## config.mk

```make
export PLATFORM = sky130hd
export DESIGN_NAME = instruction_loader_flat
export DESIGN_NICKNAME = d
export VERILOG_FILES = /design/src/rtl/instruction_loader_if.sv /design/src/rtl/instruction_loader.sv /design/src/flat_wrapper.sv
export SDC_FILE = /design/constraint.sdc
export NUM_CORES = 1
export LEC_CHECK = 0
export CORE_ASPECT_RATIO = 0.75
export CORE_MARGIN = 2
export CORE_UTILIZATION = 56
export CTS_CLUSTER_SIZE = 25
export DETAILED_ROUTE_END_ITERATION = 10
export DONT_BUFFER_PORTS = 1
export PLACE_DENSITY_LB_ADDON = 0.2
export SLEW_MARGIN = 40
export SYNTH_ARGS = -nofsm -noshare
export SYNTH_HDL_FRONTEND = slang
export SYNTH_SLANG_ARGS = --single-unit
```

## constraint.sdc

```tcl
create_clock -name clk -period 4.35 [get_ports clk]
set_input_delay 0 -clock clk [delete_from_list [all_inputs] [get_ports clk]]
set_output_delay 0 -clock clk [all_outputs]
set_load 0.01 [all_outputs]
```

## src/rtl/instruction_loader_if.sv

```systemverilog
// Byte-stream in / instruction-memory write port out, for the boot loader.
//   master : host side (drives start/len_words/byte stream, observes status)
//   slave  : loader side
// Signals: start, len_words, byte_in, byte_valid, byte_ready,
//          mem_we, mem_addr, mem_wdata, cpu_rst, busy, done, err, checksum
interface instruction_loader_if #(
  parameter int LEN_W = 11
);
  logic             start;
  logic [LEN_W-1:0] len_words;
  logic [7:0]       byte_in;
  logic             byte_valid;
  logic             byte_ready;
  logic             mem_we;
  logic [31:0]      mem_addr;
  logic [31:0]      mem_wdata;
  logic             cpu_rst;
  logic             busy;
  logic             done;
  logic             err;
  logic [31:0]      checksum;

  modport master (
    output start, len_words, byte_in, byte_valid,
    input  byte_ready, mem_we, mem_addr, mem_wdata, cpu_rst, busy, done, err, checksum
  );

  modport slave (
    input  start, len_words, byte_in, byte_valid,
    output byte_ready, mem_we, mem_addr, mem_wdata, cpu_rst, busy, done, err, checksum
  );
endinterface

```

## src/rtl/instruction_loader.sv

```systemverilog
// Boot-time instruction memory writer. Packs a byte stream little-endian
// into 32-bit words, writes them to consecutive word addresses and keeps
// the core in reset (cpu_rst) until the full program has been written.
// Ports:
//   clk  - rising-edge clock
//   rst  - asynchronous active-high reset
//   bus  - instruction_loader_if.slave: start/len_words command, byte
//          stream (byte_in/byte_valid/byte_ready), memory write port
//          (mem_we/mem_addr/mem_wdata) and status (cpu_rst/busy/done/
//          err/checksum). All outputs are registered.
module instruction_loader #(
  parameter int DEPTH = 1024,
  parameter int LEN_W = 11
) (
  input logic               clk,
  input logic               rst,
  instruction_loader_if.slave bus
);
  typedef enum logic [1:0] {IDLE, RECV, WRITE, DONE} state_t;

  state_t           state;
  logic [LEN_W-1:0] len_q;
  logic [LEN_W-1:0] word_idx;
  logic [LEN_W-1:0] word_nxt;
  logic [1:0]       byte_cnt;
  // Holds bytes 0..2 of the word; mem_wdata only changes when a word completes.
  logic [23:0]      wbuf;

  assign word_nxt = word_idx + LEN_W'(1);

  always_ff @(posedge clk or posedge rst) begin
    if (rst) begin
      state          <= IDLE;
      len_q          <= '0;
      word_idx       <= '0;
      byte_cnt       <= '0;
      wbuf           <= '0;
      bus.byte_ready <= 1'b0;
      bus.mem_we     <= 1'b0;
      bus.mem_addr   <= '0;
      bus.mem_wdata  <= '0;
      bus.cpu_rst    <= 1'b1;
      bus.busy       <= 1'b0;
      bus.done       <= 1'b0;
      bus.err        <= 1'b0;
      bus.checksum   <= '0;
    end else begin
      case (state)
        IDLE, DONE: begin
          // byte_ready is low here, so a concurrent byte_valid is left pending.
          if (bus.start) begin
            if (bus.len_words > LEN_W'(DEPTH)) begin
              bus.err <= 1'b1;
            end else begin
              len_q        <= bus.len_words;
              word_idx     <= '0;
              byte_cnt     <= '0;
              bus.checksum <= '0;
              bus.err      <= 1'b0;
              if (bus.len_words == '0) begin
                state       <= DONE;
                bus.done    <= 1'b1;
                bus.cpu_rst <= 1'b0;
              end else begin
                state          <= RECV;
                bus.done       <= 1'b0;
                bus.cpu_rst    <= 1'b1;
                bus.busy       <= 1'b1;
                bus.byte_ready <= 1'b1;
              end
            end
          end
        end

        RECV: begin
          if (bus.byte_valid) begin
            byte_cnt <= byte_cnt + 2'd1;
            case (byte_cnt)
              2'd0: wbuf[7:0]   <= bus.byte_in;
              2'd1: wbuf[15:8]  <= bus.byte_in;
              2'd2: wbuf[23:16] <= bus.byte_in;
              default: begin
                // Fourth byte: present the word and pulse the write next cycle.
                bus.mem_wdata  <= {bus.byte_in, wbuf};
                bus.mem_addr   <= {{(30-LEN_W){1'b0}}, word_idx, 2'b00};
                bus.mem_we     <= 1'b1;
                bus.byte_ready <= 1'b0;
                state          <= WRITE;
              end
            endcase
          end
        end

        WRITE: begin
          bus.mem_we   <= 1'b0;
          bus.checksum <= bus.checksum ^ bus.mem_wdata;
          word_idx     <= word_nxt;
          if (word_nxt == len_q) begin
            state       <= DONE;
            bus.done    <= 1'b1;
            bus.cpu_rst <= 1'b0;
            bus.busy    <= 1'b0;
          end else begin
            state          <= RECV;
            bus.byte_ready <= 1'b1;
          end
        end

        default: state <= IDLE;
      endcase
    end
  end
endmodule

```

## src/flat_wrapper.sv

```systemverilog
// flat-port wrapper written by rule: the top's interface ports become plain ports
module instruction_loader_flat 
#(
  parameter int DEPTH = 1024,
  parameter int LEN_W = 11
)
  (clk, rst, bus_start, bus_len_words, bus_byte_in, bus_byte_valid, bus_byte_ready, bus_mem_we, bus_mem_addr, bus_mem_wdata, bus_cpu_rst, bus_busy, bus_done, bus_err, bus_checksum);
  instruction_loader_if #(.LEN_W(LEN_W)) bus_i ();
  input logic clk;
  input logic rst;
  input wire logic [$bits(bus_i.start)-1:0] bus_start;
  input wire logic [$bits(bus_i.len_words)-1:0] bus_len_words;
  input wire logic [$bits(bus_i.byte_in)-1:0] bus_byte_in;
  input wire logic [$bits(bus_i.byte_valid)-1:0] bus_byte_valid;
  output wire logic [$bits(bus_i.byte_ready)-1:0] bus_byte_ready;
  output wire logic [$bits(bus_i.mem_we)-1:0] bus_mem_we;
  output wire logic [$bits(bus_i.mem_addr)-1:0] bus_mem_addr;
  output wire logic [$bits(bus_i.mem_wdata)-1:0] bus_mem_wdata;
  output wire logic [$bits(bus_i.cpu_rst)-1:0] bus_cpu_rst;
  output wire logic [$bits(bus_i.busy)-1:0] bus_busy;
  output wire logic [$bits(bus_i.done)-1:0] bus_done;
  output wire logic [$bits(bus_i.err)-1:0] bus_err;
  output wire logic [$bits(bus_i.checksum)-1:0] bus_checksum;
  assign bus_i.start = bus_start;
  assign bus_i.len_words = bus_len_words;
  assign bus_i.byte_in = bus_byte_in;
  assign bus_i.byte_valid = bus_byte_valid;
  assign bus_byte_ready = bus_i.byte_ready;
  assign bus_mem_we = bus_i.mem_we;
  assign bus_mem_addr = bus_i.mem_addr;
  assign bus_mem_wdata = bus_i.mem_wdata;
  assign bus_cpu_rst = bus_i.cpu_rst;
  assign bus_busy = bus_i.busy;
  assign bus_done = bus_i.done;
  assign bus_err = bus_i.err;
  assign bus_checksum = bus_i.checksum;
  instruction_loader #(.DEPTH(DEPTH), .LEN_W(LEN_W)) u_core (.clk(clk), .rst(rst), .bus(bus_i));
endmodule
```

-- After elaboration in Yosys (flattened, before gate mapping)
Index checks and enable logic that the tools add are counted.
- bitwise gates (word level): 3
- add/sub/neg operators: 2
- magnitude comparators: 1
- eq/ne operators: 13
- mux-type cells: 39
- reduce and logical (&&, ||, !) cells: 21
- operators by type and width (operator ; number):
    $mux 32 ; 2
    $pmux 32 s2 ; 1
    $xor 32x32->32 ; 1
    $mux 11 ; 2
    $pmux 11 s2 ; 1
    $reduce_and 3->1 ; 7
    $mux 2 ; 9
    $mux 1 ; 17
    $ne 2x2->1 const B ; 6
    $reduce_and 4->1 ; 3
    $add 11x1->11 const B ; 1
    $eq 11x11->1 ; 1
    $gt 11x11->1 const B ; 1
    $logic_not 11->1 ; 1
    $pmux 1 s2 ; 4
    $eq 2x2->1 const B ; 3
    $pmux 2 s3 ; 1
    $reduce_and 6->1 ; 1
    $reduce_bool 2->1 ; 3
    $reduce_and 5->1 ; 1
    $eq 2x1->1 const B ; 2
    $logic_not 2->1 ; 2
    $pmux 2 s2 ; 1
    $pmux 1 s3 ; 1
    6 further kinds ; 7
- output and inout port bits: 102
- register bits: 131
- word-level logic and storage cells: 95
- input bits: 23

-- Logic depth before layout (Yosys ltp)
Gate-level depths: netlist of the first run.
- depth in word-level cells: 5
- gate-level depth with buffers: 9
- gate-level depth less buffers: 7

-- Least setup slack after synthesis of the first run
No wires, ideal clock.
- kind: register to register
- start point: register u_core.state[0]
- end point: register u_core.len_q[0]
- stages on the path, launching flop included: 8
- arrival time: 1.950 ns
- setup slack: 2.273 ns
- buffers on the path: 2
- library setup time: 0.128 ns
- clock period less this slack: 2.077 ns
- cells stage by stage: dfrtp_1 -> inv_1 -> ha_1 -> clkbuf_1 -> nand2_1 -> nor2_1 -> buf_2 -> mux2_1
- cells in the longest elaborated chain, start to end: 3
- elaborated cells on any way between the ends: 4
- classes of those cells: eq/ne: 1; reduce/logical: 3
- ends and longest elaborated chain (element ; RTL line ; source):
    start, declared ; instruction_loader.sv:21 ; state_t state;
    start signal, assigned ; instruction_loader.sv:33 ; state <= IDLE;
    start signal, assigned ; instruction_loader.sv:61 ; state <= DONE;
    start signal, assigned ; instruction_loader.sv:65 ; state <= RECV;
    $eq 2x2->1 or $logic_not 2->1 (tied branches) ; instruction_loader.sv:48 ; case (state)
    $reduce_or 2->1 * ; instruction_loader.sv:48 ;
    $reduce_and 3->1 (no line) * ; -- ;
    end signal, assigned ; instruction_loader.sv:55 ; len_q <= bus.len_words;
    end, declared ; instruction_loader.sv:22 ; logic [LEN_W-1:0] len_q;
Mark *: on every way between the ends. The rest lies on a longest branch, timed or not.
A chain may end at the register's enable or synchronous reset.

-- Final worst setup path of the first run
- start point: register u_core.word_idx[0]
- end point: register u_core.bus.cpu_rst
- cells in the longest elaborated chain, start to end: 4
- ends and longest elaborated chain (element ; RTL line ; source):
    start, declared ; instruction_loader.sv:23 ; logic [LEN_W-1:0] word_idx;
    start signal, assigned ; instruction_loader.sv:97 ; word_idx <= word_nxt;
    $add 11x1->11 ; instruction_loader.sv:29 ; assign word_nxt = word_idx + LEN_W'(1);
    $eq 11x11->1 ; instruction_loader.sv:98 ; if (word_nxt == len_q) begin
    $ne 2x1->1 (no line) ; -- ;
    $reduce_and 4->1 (no line) ; -- ;
    end signal, assigned ; instruction_loader.sv:42 ; bus.cpu_rst <= 1'b1;
    end signal, assigned ; instruction_loader.sv:63 ; bus.cpu_rst <= 1'b0;
    end signal, assigned ; instruction_loader.sv:101 ; bus.cpu_rst <= 1'b0;
    end, declared ; instruction_loader_if.sv:30 ; output byte_ready, mem_we, mem_addr, mem_wdata, cpu_rst, busy, done, err, checksum
No other way between the ends.

==> flow_metrics.env, run 1 <==
export IMPL_top_usage_layer="met2"
export IMPL_avgViaCountPerCell=5.64
export IMPL_dp_hpwl_mm=8.41
export IMPL_post_cts_buffers=0
export IMPL_wl_per_cell_um=18.4
export IMPL_p_leak_nw=3.27
export IMPL_p_seq_frac=0.447
export IMPL_place_area_um2=6160
export IMPL_period_minus_slack_ps=2580
export IMPL_max_stage_delay_ps=520
export IMPL_ctsHoldBuffers=23
export IMPL_r2r_slack_ps=1770
export IMPL_grt_setup_unrepaired="no"
export IMPL_final_area_um2=7000
export IMPL_seq_area_frac_synth=0.535
export IMPL_drv_cap=0
export IMPL_async_flop_share=1.00
export IMPL_cp_end_kind="register"
export IMPL_layout_commonest_cell="dfrtp_1"
export IMPL_die_area_um2=11800
export IMPL_required_ps=4690
export IMPL_numPortBuffers=0
export IMPL_crit_family="compound AO/OA/AOI/OAI gates"
export IMPL_cp_slowest_cell="dfrtp_1"
export IMPL_drt_total_wl_mm=12.7
export IMPL_grt_max_degree=91
export IMPL_hold_class="input pin to register"
export IMPL_use_met1=0.307
export IMPL_fp_dieH_um=94.6
export IMPL_grt_pass1_wl_mm=21.1
export IMPL_ant_nets=0
export IMPL_p_int_mw=3.16
export IMPL_ios=125
export IMPL_initial_core_util=0.568
export IMPL_cts_tree="yes"
export IMPL_grt_pass1_vias=4031
export IMPL_core_um2=10800
export IMPL_antenna_found_initial=1
export IMPL_worstPathCellList="ha_1 -> nand3_2 -> nor4_1 -> o311a_1 -> a21boi_2 -> a21oi_1 -> o41a_1"
export IMPL_drt_iter0_drc=256
export IMPL_fin_tns_setup_ps=0
export IMPL_die_w_um=125
export IMPL_use_met3=0.0816
export IMPL_clock_latency_ps=410
export IMPL_drive_gt1_frac=0.231
export IMPL_clock_sinks=131
export IMPL_syn_avg_cell_area_um2=11.9
export IMPL_powerDensity_nw_per_um2=694
export IMPL_outcome="finished clean"
export IMPL_finish_net_count=568
export IMPL_clk_pin_slew_ps=60
export IMPL_grt_use_total=0.228
export IMPL_arrival_ps=2910
export IMPL_cts_root_buf="clkbuf_16"
export IMPL_synth_edf_count=0
export IMPL_synthesis_area_um2=6130
export IMPL_yosysWarnings=0
export IMPL_r2r_cells=7
export IMPL_critical_path_class="register to register"
export IMPL_crit_buf_inv=0
export IMPL_timing_critical_path_fanout_max=11
export IMPL_gp_congestion=0.838
export IMPL_hold_viol=0
export IMPL_switching_share=0.350
export IMPL_fmax_ghz=0.388
export IMPL_final_cell_mix="dfrtp_1, mux2_2, nand2_1"
export IMPL_cts_resized=0
export IMPL_min_path_cells=3
export IMPL_area_growth_pct=14.3
export IMPL_critPathLaunchType="register"
export IMPL_postSynthCellCount=516
export IMPL_tightest_slew_ps=665
export IMPL_num_vias=3898
export IMPL_met2_usage=0.346
export IMPL_maxSlewViolCount=0
export IMPL_final_setup_skew_ps=6.53
export IMPL_fin_crit_sh=0.592
export IMPL_combPwrFrac=0.254
export IMPL_fill_cells=788
export IMPL_clockBufferDepth=2
export IMPL_ys_ff_latch=131
export IMPL_drt_drc_violations_left=0
export IMPL_p_clk_frac=0.299
export IMPL_path_depth=7
export IMPL_switchingPower_mw=1.70
export IMPL_ys_types=64
export IMPL_relSlewSlack=0.556
export IMPL_grt_overflow_total=0
export IMPL_setup_viol=0
export IMPL_row_count=33
export IMPL_first_pass_iters=4
export IMPL_h_tree_depth=4
export IMPL_ir_worst_vdd_v=0.000360
export IMPL_numCtsBuffers=17
export IMPL_synthFlopType="dfrtp_1"
logic make-up (layout without fill, tap and decap cells):
kind of cell,after synthesis,after routing,share of synthesized area
simple gates,136,136,0.114
flops,131,131,0.535
mux,75,75,0.138
compound gates,61,61,0.0737
buf+inv,57,71,0.0541
xor+xnor,47,47,0.0684
fa+ha+maj,8,8,0.0163
other cells,1,22,0.000612
metal layers:
| layer | vias to the layer above | part of all wire | wire [um] |
|---|---|---|---|
| li1 | 1797 | - | - |
| met1 | 1959 | 0.45 | 5780 |
| met2 | 123 | 0.45 | 5760 |
| met3 | 19 | 0.078 | 986 |
| met4 | 0 | 0.015 | 188 |
| met5 | - | 0 | 0 |
power groups by stage:
stage / clock network, mW / registers [mW] / logic, mW
6_report: 1.45 / 2.17 / 1.24
5_1_grt: 1.54 / 2.24 / 1.39
4_1_cts: 1.48 / 2.18 / 1.24
3_5_place_dp: 0 / 2.19 / 1.21
3_3_place_gp: 0 / 2.17 / 1.12
2_1_floorplan: 0 / 2.05 / 1.02
sequential cells by signal (all words and copies together) (netlist names):
register and count:
u_core.state 2, u_core.bus.mem_addr 11, u_core.bus.mem_wdata 32, u_core.bus.err 1, u_core.bus.byte_ready 1, u_core.byte_cnt 2
u_core.wbuf 24, u_core.bus.checksum 32, u_core.bus.done 1, u_core.bus.cpu_rst 1, u_core.bus.mem_we 1, u_core.word_idx 11
u_core.len_q 11, u_core.bus.busy 1
cell type report:
type / count / area, um^2 / area share
antenna: 1 / 2.50 / 0.000357
clock buffer: 17 / 425 / 0.0607
clock inverter: 15 / 180 / 0.0257
inverter: 11 / 48.8 / 0.00697
multi-input combinational: 348 / 2610 / 0.373
sequential: 131 / 3280 / 0.468
tap: 140 / 175 / 0.0250
timing repair buffer: 28 / 283 / 0.0404
cells in the mapped netlist, types with 5 or more instances:
cell type / count / share of area
buf_2: 13 / 0.011
o21ai_0: 7 / 0.0057
ha_1: 8 / 0.016
a21oi_1: 9 / 0.0074
dfrtp_1: 130 / 0.53
buf_4: 23 / 0.028
mux2_1: 5 / 0.0092
nor3_1: 5 / 0.0041
xnor2_1: 7 / 0.010
inv_1: 11 / 0.0067
a21o_1: 9 / 0.011
and4_1: 5 / 0.0071
clkbuf_1: 7 / 0.0043
nand3_1: 12 / 0.0098
nand2_1: 47 / 0.029
nor2_1: 40 / 0.025
mux2_2: 69 / 0.13
xor2_1: 39 / 0.056
o21ai_1: 8 / 0.0065
stage by stage:
stage | hold WS, ps | power, mW | util | std cells | worst slack [ps]
final | 24.0 | 4.86 | 0.650 | 691 | 1770
after global routing | 40.2 | 5.16 | 0.650 | 690 | 1590
after CTS | 11.0 | 4.89 | 0.649 | 690 | 1790
after detailed placement | 79.0 | 3.40 | 0.572 | 635 | 1800
after global placement | 70.5 | 3.29 | 0.569 | 633 | 1780
after floorplan | 117 | 3.07 | - | 536 | 854
worst register-to-register path: stages (launching register included):
cell	delay, ps
dfrtp_1	520
ha_1	470
nand3_2	240
nor4_1	320
o311a_1	170
a21boi_2	260
a21oi_1	140
o41a_1	380
worst paths after layout:
path	endpoint	startpoint
max reg2reg	u_core.bus.cpu_rst	u_core.word_idx[0]
max in group asynchronous	u_core.bus.checksum[6]	rst
min in group asynchronous	u_core.bus.mem_addr[7]	rst
max	u_core.bus.cpu_rst	u_core.word_idx[0]
min reg2reg	u_core.bus.mem_wdata[0]	u_core.wbuf[0]
min	u_core.bus.busy	bus_start
Power figures use the tool's default switching activity.
==> inputs of run 2 (changes only) <==
- clock period: 4.35 -> 2.5 ns (I/O delays scaled with it)
==> run 2 against run 1 <==
  * Setup slack worse by 1600 ps
  * Clock skew up 6.6 ps
  * Via count up 0.36%
  * Largest power group unchanged
  * Cell count up 0.72%
  * Hold slack worse by 5.1 ps
  * Clock power up 67%
  * Non-clock buffer count up 6
  * Maximum frequency up 11%
  * Power up 73%
  * Highest routed layer unchanged
  * Die area unchanged
  * Sequential share of layout area down 0.25 points
  * First-iteration DRC count unchanged
  * Largest cell class unchanged
==> flow_metrics.env, run 2 (synthesis results as in run 1) <==
export IMPL_grt_pass1_wl_mm=20.8
export IMPL_clk_pin_slew_ps=70
export IMPL_fmax_ghz=0.431
export IMPL_outcome="finished clean"
export IMPL_ios=125
export IMPL_final_setup_skew_ps=13.1
export IMPL_ant_nets=0
export IMPL_numPortBuffers=0
export IMPL_area_growth_pct=15.0
export IMPL_num_vias=3912
export IMPL_final_area_um2=7040
export IMPL_clock_sinks=131
export IMPL_tightest_slew_ps=507
export IMPL_initial_core_util=0.568
export IMPL_antenna_found_initial=0
export IMPL_dp_hpwl_mm=8.72
export IMPL_powerDensity_nw_per_um2=1190
export IMPL_die_area_um2=11800
export IMPL_post_cts_buffers=0
export IMPL_place_area_um2=6230
export IMPL_drt_drc_violations_left=0
export IMPL_maxSlewViolCount=0
export IMPL_reg_top3="u_core.bus.checksum: 32 flops, u_core.bus.mem_wdata: 32 flops, u_core.wbuf: 24 flops"
export IMPL_timing_critical_path_fanout_max=11
export IMPL_grt_use_total=0.229
export IMPL_period_minus_slack_ps=2320
export IMPL_worstReg2RegStart="u_core.word_idx[1]"
export IMPL_p_leak_nw=3.29
export IMPL_finish_net_count=574
export IMPL_fin_ws_ps=182
export IMPL_crit_start="u_core.word_idx[1]"
export IMPL_n_antenna_cell=0
export IMPL_first_pass_iters=4
export IMPL_arrival_ps=2660
export IMPL_grt_pass1_vias=3926
export IMPL_final_util=0.653
export IMPL_ir_worst_vdd_v=0.000656
export IMPL_drt_total_wl_mm=12.9
export IMPL_setup_viol=0
export IMPL_wl_per_cell_um=18.5
export IMPL_row_count=33
export IMPL_clock_latency_ps=420
export IMPL_final_cell_mix="dfrtp_1, mux2_2, nand2_1"
export IMPL_critPathLaunchType="register"
export IMPL_fin_crit_sh=0.927
export IMPL_grt_overflow_total=0
export IMPL_die_w_um=125
export IMPL_required_ps=2840
export IMPL_critical_path_class="register to register"
export IMPL_layout_commonest_cell="dfrtp_1"
export IMPL_h_tree_depth=4
export IMPL_clockBufferDepth=2
export IMPL_gp_congestion=0.814
export IMPL_cts_tree="yes"
export IMPL_cp_end_kind="register"
export IMPL_fin_tns_setup_ps=0
export IMPL_grt_setup_unrepaired="no"
export IMPL_min_from="bus_start"
export IMPL_grt_max_degree=67
export IMPL_core_um2=10800
export IMPL_hold_viol=0
export IMPL_drive_gt1_frac=0.239
export IMPL_hold_class="input pin to register"
export IMPL_drv_cap=0
export IMPL_fp_dieH_um=94.6
export IMPL_fill_cells=812
export IMPL_relSlewSlack=0.659
export IMPL_avgViaCountPerCell=5.62
export IMPL_totalPowerFinal_mw=8.40
export IMPL_numCtsBuffers=17
export IMPL_cts_root_buf="clkbuf_16"
export IMPL_drt_iter0_drc=256
export IMPL_pre_cts_slack_ps=111
[run 2: cell count changes in the layout (fill, tap and decap cells not counted), moves of 2 or more]
cell / before / now
buf_8: 2 / 0
bufinv_16: 3 / 1
buf_4: 3 / 8
clkinv_2: 3 / 0
buf_12: 0 / 3
inv_6: 3 / 5
[run 2: stage by stage]
step	hold WS, ps	cells
after global routing	41.8	696
after CTS	2.01	696
after floorplan	117	536
after detailed placement	-125	641
final	18.8	696
after global placement	-132	641
[run 2: metal layers]
| layer | vias up | GRT usage | routed length, um |
|---|---|---|---|
| li1 | 1795 | - | - |
| met1 | 1987 | 0.321 | 6080 |
| met2 | 118 | 0.337 | 5800 |
| met3 | 12 | 0.0771 | 842 |
| met4 | 0 | 0.0787 | 152 |
| met5 | - | 0 | 0 |
[run 2: cell type report]
class | count | area (um^2) | share of cell area
clock buffer | 18 | 439 | 0.0624
clock inverter | 14 | 143 | 0.0203
inverter | 11 | 45.0 | 0.00640
multi-input combinational | 348 | 2610 | 0.371
sequential | 131 | 3280 | 0.466
tap | 140 | 175 | 0.0249
timing repair buffer | 34 | 350 | 0.0498
[run 2: worst paths after layout]
kind | to | slack (ps) | depth (start not counted)
setup / recovery | u_core.bus.cpu_rst | 180 | 7
hold / removal | u_core.bus.busy | 20 | 3
setup reg to reg | u_core.bus.cpu_rst | 180 | 7
hold reg to reg | u_core.wbuf[18] | 500 | 1
max in group asynchronous | u_core.bus.cpu_rst | 1740 | 3
min in group asynchronous | u_core.wbuf[20] | 40 | 2
[run 2: what timing repair did]
action / CTS / global route
gates resized for setup: 0 / 1
endpoints found under the setup margin: 0 / 4
hold endpoints to repair: 181 / 0
hold buffers: 23 / 0
[run 2: power breakdown]
part | internal (mW) | total (mW) | leakage, nW | switching [mW]
sequential | 2.90 | 3.77 | 1.70 | 0.865
clock | 1.42 | 2.42 | 0.276 | 0.999
combinational | 1.06 | 2.22 | 1.31 | 1.16
[run 2: critical path: stages (launching register included)]
cell	delay, ps
dfrtp_1	430
ha_2	340
nand3_2	200
nor4_1	320
o311a_1	170
a21boi_2	250
a21oi_1	150
o41a_1	380
